### src/rtl/jpeg_pkg.sv
// Shared constants and helpers for the JPEG dequantise / de-zigzag stage.
// Holds the zigzag-to-natural ROM and the 16-bit saturating clamp.
package jpeg_pkg;

  localparam int NUM_TABLES = 4;
  localparam int TSEL_W     = 2;
  localparam int IDX_W      = 6;
  localparam int COEF_W     = 16;
  localparam int QUANT_W    = 8;
  localparam int PROD_W     = COEF_W + QUANT_W + 1;
  localparam int RAM_AW     = TSEL_W + IDX_W;

  localparam logic signed [PROD_W-1:0] SAT_MAX = 25'sd32767;
  localparam logic signed [PROD_W-1:0] SAT_MIN = -25'sd32768;

  localparam logic [IDX_W-1:0] ZZ_NAT [64] = '{
    6'd0,  6'd1,  6'd8,  6'd16, 6'd9,  6'd2,  6'd3,  6'd10,
    6'd17, 6'd24, 6'd32, 6'd25, 6'd18, 6'd11, 6'd4,  6'd5,
    6'd12, 6'd19, 6'd26, 6'd33, 6'd40, 6'd48, 6'd41, 6'd34,
    6'd27, 6'd20, 6'd13, 6'd6,  6'd7,  6'd14, 6'd21, 6'd28,
    6'd35, 6'd42, 6'd49, 6'd56, 6'd57, 6'd50, 6'd43, 6'd36,
    6'd29, 6'd22, 6'd15, 6'd23, 6'd30, 6'd37, 6'd44, 6'd51,
    6'd58, 6'd59, 6'd52, 6'd45, 6'd38, 6'd31, 6'd39, 6'd46,
    6'd53, 6'd60, 6'd61, 6'd54, 6'd47, 6'd55, 6'd62, 6'd63
  };

  function automatic logic [IDX_W-1:0] zz_to_nat(
    input logic [IDX_W-1:0] zz
  );
    return ZZ_NAT[zz];
  endfunction

  function automatic logic signed [COEF_W-1:0] sat16(
    input logic signed [PROD_W-1:0] p
  );
    if (p > SAT_MAX)
      return 16'sh7fff;
    else if (p < SAT_MIN)
      return 16'sh8000;
    else
      return p[COEF_W-1:0];
  endfunction

endpackage

### src/rtl/jpeg_dqt_ram.sv
// Quant table store: single-port synchronous RAM, write wins over read.
// Read data only changes on a read strobe so a stalled consumer keeps it.
module jpeg_dqt_ram
  import jpeg_pkg::*;
(
  input  logic              clk_i,
  input  logic              we,
  input  logic              re,
  input  logic [RAM_AW-1:0] addr,
  input  logic [QUANT_W-1:0] wdata,
  output logic [QUANT_W-1:0] rdata
);

  logic [QUANT_W-1:0] mem [2**RAM_AW];

  always_ff @(posedge clk_i) begin
    if (we)
      mem[addr] <= wdata;
    else if (re)
      rdata <= mem[addr];
  end

endmodule

### src/rtl/jpeg_dqt_dezigzag.sv
// Dequantise, saturate and de-zigzag decoded coefficients for the IDCT.
// Two stages: table read + capture, then multiply/clamp/remap into output.
module jpeg_dqt_dezigzag
  import jpeg_pkg::*;
(
  input  logic              clk_i,
  input  logic              rst_i,
  input  logic              img_start_i,
  input  logic              dqt_valid_i,
  input  logic [TSEL_W-1:0] dqt_table_i,
  input  logic [IDX_W-1:0]  dqt_idx_i,
  input  logic [QUANT_W-1:0] dqt_data_i,
  input  logic              inport_valid_i,
  input  logic [COEF_W-1:0] inport_data_i,
  input  logic [IDX_W-1:0]  inport_idx_i,
  input  logic              inport_eob_i,
  input  logic [TSEL_W-1:0] inport_table_i,
  output logic              inport_accept_o,
  output logic              outport_valid_o,
  output logic [COEF_W-1:0] outport_data_o,
  output logic [IDX_W-1:0]  outport_idx_o,
  output logic              outport_eob_o,
  input  logic              outport_accept_i
);

  logic                     run_q;
  logic                     s1_valid_q;
  logic signed [COEF_W-1:0] s1_coef_q;
  logic [IDX_W-1:0]         s1_idx_q;
  logic                     s1_eob_q;
  logic                     out_valid_q;
  logic signed [COEF_W-1:0] out_data_q;
  logic [IDX_W-1:0]         out_idx_q;
  logic                     out_eob_q;

  logic                     advance;
  logic                     accept;
  logic [RAM_AW-1:0]        ram_addr;
  logic [QUANT_W-1:0]       quant;
  logic signed [PROD_W-1:0] prod;

  assign advance = !out_valid_q || outport_accept_i;

  // run_q keeps the input closed through reset and its first clock
  assign accept = run_q && !dqt_valid_i && !img_start_i
                  && (!s1_valid_q || advance);

  assign ram_addr = dqt_valid_i ? {dqt_table_i, dqt_idx_i}
                                : {inport_table_i, inport_idx_i};

  jpeg_dqt_ram u_ram (
    .clk_i (clk_i),
    .we    (dqt_valid_i),
    .re    (accept),
    .addr  (ram_addr),
    .wdata (dqt_data_i),
    .rdata (quant)
  );

  assign prod = PROD_W'(s1_coef_q)
              * PROD_W'($signed({1'b0, quant}));

  always_ff @(posedge clk_i or negedge rst_i) begin
    if (!rst_i) begin
      run_q      <= 1'b0;
      s1_valid_q <= 1'b0;
      s1_coef_q  <= '0;
      s1_idx_q   <= '0;
      s1_eob_q   <= 1'b0;
    end else begin
      run_q <= 1'b1;
      if (img_start_i)
        s1_valid_q <= 1'b0;
      else if (accept)
        s1_valid_q <= inport_valid_i;
      else if (advance)
        s1_valid_q <= 1'b0;
      if (accept && inport_valid_i) begin
        s1_coef_q <= inport_data_i;
        s1_idx_q  <= inport_idx_i;
        s1_eob_q  <= inport_eob_i;
      end
    end
  end

  always_ff @(posedge clk_i or negedge rst_i) begin
    if (!rst_i) begin
      out_valid_q <= 1'b0;
      out_data_q  <= '0;
      out_idx_q   <= '0;
      out_eob_q   <= 1'b0;
    end else if (img_start_i) begin
      out_valid_q <= 1'b0;
    end else if (advance) begin
      out_valid_q <= s1_valid_q;
      if (s1_valid_q) begin
        out_data_q <= sat16(prod);
        out_idx_q  <= zz_to_nat(s1_idx_q);
        out_eob_q  <= s1_eob_q;
      end
    end
  end

  assign inport_accept_o = accept;
  assign outport_valid_o = out_valid_q;
  assign outport_data_o  = out_data_q;
  assign outport_idx_o   = out_idx_q;
  assign outport_eob_o   = out_eob_q;

endmodule
### config.mk
export PLATFORM = sky130hd
export DESIGN_NAME = jpeg_dqt_dezigzag
export DESIGN_NICKNAME = d
export VERILOG_FILES = /design/src/rtl/jpeg_pkg.sv /design/src/rtl/jpeg_dqt_ram.sv /design/src/rtl/jpeg_dqt_dezigzag.sv
export SDC_FILE = /design/constraint.sdc
export NUM_CORES = 2
export LEC_CHECK = 0
export ABC_AREA = 1
export CORE_ASPECT_RATIO = 0.75
export CORE_MARGIN = 1.5
export CORE_UTILIZATION = 40
export CTS_CLUSTER_DIAMETER = 50
export DETAILED_ROUTE_END_ITERATION = 8
export SLEW_MARGIN = 30
export SYNTH_ARGS = -nofsm -noshare
export SYNTH_HDL_FRONTEND = slang
export SYNTH_HIERARCHICAL = 1
export SYNTH_SLANG_ARGS = --single-unit
### constraint.sdc
create_clock -name clk_i -period 4.5 [get_ports clk_i]
set_input_delay 0.45 -clock clk_i [delete_from_list [all_inputs] [get_ports clk_i]]
set_output_delay 0.45 -clock clk_i [all_outputs]
set_load 0.03 [all_outputs]
==> reports/qor.yml <==
timing:
  maxSlewHeadroom: 0.3441
  min_period_ns: 4.775
  fmaxAchievable_mhz: 209.4
  setup_viol: 16
  finalHoldViolations: 0
  finalMaxSlewViolations: 0
  worst_slew_pin_slew_ns: 0.9803
  fin_skew_ns: 0.08184
  setup_ws_ns: -0.2752
  timing.final.crit_share: 1.061
  rsz0062_at_grt: "true"
clock_network:
  cts_root_buf: "clkbuf_16"
  htree_levels: 4
  cts.sinks: 2105
  cts_buffers: 210
  clock_latency_ns: 0.87
  cts.clk_slew.worst_paths_ns: 0.06
  cts_buffer_depth: 4
  tritoncts: "built"
power_and_ir_drop:
  max-vdd-ir-drop_mv: 1.234
  p_comb_frac: 0.330
  switching_power_mw: 19.13
  pwr_density_cell_nw_per_um2: 544.2
  swShare: 0.3268
  p_leak_nw: 44.31
  p_seq_frac: 0.374
  pwr-share-clk: 0.296
  intPower_mw: 39.41
logic_synthesis:
  ys_ff_latch: 2105
  synth.most_common_cell: "nand2_1"
  syn_area_per_cell_sq_um: 10.19
  yosysSeqAreaShare: 0.6769
  synth.top_cell.area_share: 0.6637
  synth_edf_count: 2056
  synth_ff_type: "edfxtp_1"
  syn-num-nets: 9344
  yosys-top-cells-count: "nand2_1 (5,054), edfxtp_1 (2,056), nor2_1 (415)"
  netlist_area_sq_um: 93020
  async_flop_share: 0.02328
  postSynthCellCount: 9132
  yosysTopAreaCell: "edfxtp_1"
  ys_types: 51
  ys_warn_count: 6
  netlist_top_cells_area: "edfxtp_1 (66%), nand2_1 (20%), fa_1 (2.2%)"
drt:
  wl_per_cell_um: 20.10
  antenna_left: 0
  wirelength_mm: 255.9
  drt-initial-drc-count: 6912
  num_vias: 64090
  vias_per_cell: 5.033
  route.detailed.drc: 0
  first_pass_iters: 6
worst_setup_path:
  r2r_start: "u_ram/rdata[4]"
  crit_arrival_ns: 5.46
  critPathLaunchType: "register"
  worst-setup-path-type: "reg2reg"
  end_kind: "register"
  required_ns: 5.19
  reg2regPathDepth: 23
  timing.rr.end: "outport_data_o[11]"
  crit_fanout: 14
  r2r_slack_ns: -0.28
min_path:
  min_to: "u_ram/mem[96][1]"
  holdCritPathClass: "in2reg"
  min_delay_path_depth: 1
  min_from: "dqt_data_i[1]"
grt:
  grt_antenna_before_repair: 10
  grt_usage: 0.2148
  overflow: 0
  grt_pass1_wl_mm: 386.5
  grt_max_degree: 140
  grt_pass1_vias: 62150
floorplanning:
  die_y_um: 420.6
  die_width_um: 559.8
  start_util: 0.4019
  rows: 153
  dieArea_sq_um: 235500
  core-area_sq_um: 231400
  io_pins: 72
cells_and_area:
  fillers: 21290
  utilization: 0.4648
  layout-drive-gt1-share: 0.1023
  synthToLayoutAreaGrowth_pct: 15.65
  nets: 9685
job:
  cap_violations: 0
place:
  gp_congestion: 0.8811
  port_buffers: 71
  pre_cts_ws_ns: -0.4155
  dp_hpwl_mm: 156.1
run_status:
  outcome: "finished with violations"
  violations: "negative setup slack"
per-layer routing:
| metal | share of wire | vias to the layer above | wire [um] | GRT usage |
|---|---|---|---|---|
| met1 | 0.46 | 31050 | 118100 | 0.3190 |
| met4 | 0.022 | 0 | 5583 | 0.04931 |
| met5 | 0 | - | 0 | 0 |
| met2 | 0.43 | 2410 | 109700 | 0.3230 |
| li1 | - | 30280 | - | - |
| met3 | 0.088 | 352 | 22550 | 0.04323 |
cell type report:
cell class	count	area, sq um	area share
clock inverter	107	1069	0.009933
sequential	2105	62970	0.5854
inverter	339	1311	0.01219
multi-input combinational	6222	27190	0.2528
tap	3100	3879	0.03606
timing repair buffer	595	5583	0.05190
clock buffer	264	5564	0.05172
antenna	3	7.507	0.00006979
critical path: stages, from the launching register on:
cell       delay, ns
edfxtp_1        0.42
buf_12          0.17
nand2_1         0.05
inv_1           0.05
fa_1            0.48
fa_1            0.53
fa_1            0.54
inv_1           0.05
fa_1            0.53
inv_1           0.07
ha_4            0.27
nand2_4         0.08
inv_1           0.04
nand2_1         0.07
nand2_2         0.06
a21oi_2         0.14
buf_4           0.14
nand2_4         0.06
a21oi_4         0.14
xor2_2          0.10
buf_4           0.16
a21oi_4         0.22
clkbuf_16       0.20
a21oi_2         0.05
sequential cells by signal, summed over array words and instances (netlist names):
register,count
outport_data_o,16
outport_eob_o,1
outport_idx_o,6
outport_valid_o,1
run_q,1
s1_coef_q,16
s1_eob_q,1
s1_idx_q,6
s1_valid_q,1
u_ram/mem,2048
u_ram/rdata,8
kinds of logic (layout without fill, tap and decap cells):
logic type / Yosys count / after routing / synth area share
simple gates: 5735 / 5736 / 0.2360
flops: 2105 / 2105 / 0.6769
xor+xnor: 16 / 16 / 0.001587
mux: 18 / 18 / 0.002179
fa+ha+maj: 165 / 165 / 0.03043
other cells: 1 / 4 / 0.00004031
compound gates: 286 / 286 / 0.01673
buf+inv: 806 / 1305 / 0.03616
timing repair:
item / 4_1_cts / 5_1_grt
hold endpoints to repair: 86 / 0
setup buffers: 10 / 4
resized for setup: 49 / 27
gates cloned: 2 / 0
pin swaps: 8 / 11
setup endpoints to repair: 16 / 16
hold buffers: 2 / 0
per-stage QoR:
| step | power, mW | area, sq um | std cells | hold WS (ns) | setup TNS, ns |
|---|---|---|---|---|---|
| floorplan | 34.11 | 93300 | 9132 | 0.1544 | -1.142 |
| global placement | 40.29 | 100500 | 12340 | 0.4684 | -5.554 |
| detailed placement | 40.19 | 100500 | 12340 | 0.4682 | -5.929 |
| CTS | 58.35 | 107500 | 12730 | 0.05067 | -4.694 |
| global route | 61.81 | 107600 | 12730 | 0.06689 | -8.551 |
| finish | 58.54 | 107600 | 12740 | 0.03758 | -3.999 |
worst max path at each step:
stage	startpoint	to	slack, ns	cells past startpoint
finish	u_ram/rdata[4]	outport_data_o[11]	-0.28	23
detailed placement	s1_coef_q[7]	outport_data_o[6]	-0.42	23
floorplan	u_ram/rdata[4]	outport_data_o[0]	-0.11	25
CTS	u_ram/rdata[5]	outport_data_o[4]	-0.33	25
global route	u_ram/rdata[0]	outport_data_o[5]	-0.57	24
global placement	u_ram/rdata[5]	outport_data_o[4]	-0.37	22
power by group through the flow:
stage	logic, mW	registers, mW	clock network, mW
finish	19.3	21.9	17.3
global route	21.6	21.9	18.3
CTS	18.9	21.9	17.6
detailed placement	17.9	22.3	0
global placement	18.0	22.3	0
floorplan	11.7	22.4	0
cells in the final DEF (no fill, tap or decap), types with 13 or more instances in the layout:
master and count:
fa_1 99, ha_1 46, nor2_1 400, buf_12 69, clkdlybuf4s50_1 61, clkbuf_1 49
nand2_4 13, edfxtp_1 2056, o21ai_0 91, inv_2 19, bufinv_16 21, nand2_2 37
nand2_1 5025, a21oi_2 19, clkbuf_16 216, clkinv_2 26, o21ai_1 93, buf_4 446
ha_4 15, inv_1 312, dfrtp_1 46, nand3_1 219, clkinv_1 43, a21oi_1 57
mux2_2 18
Note: power is estimated with default switching activity, not from simulation.
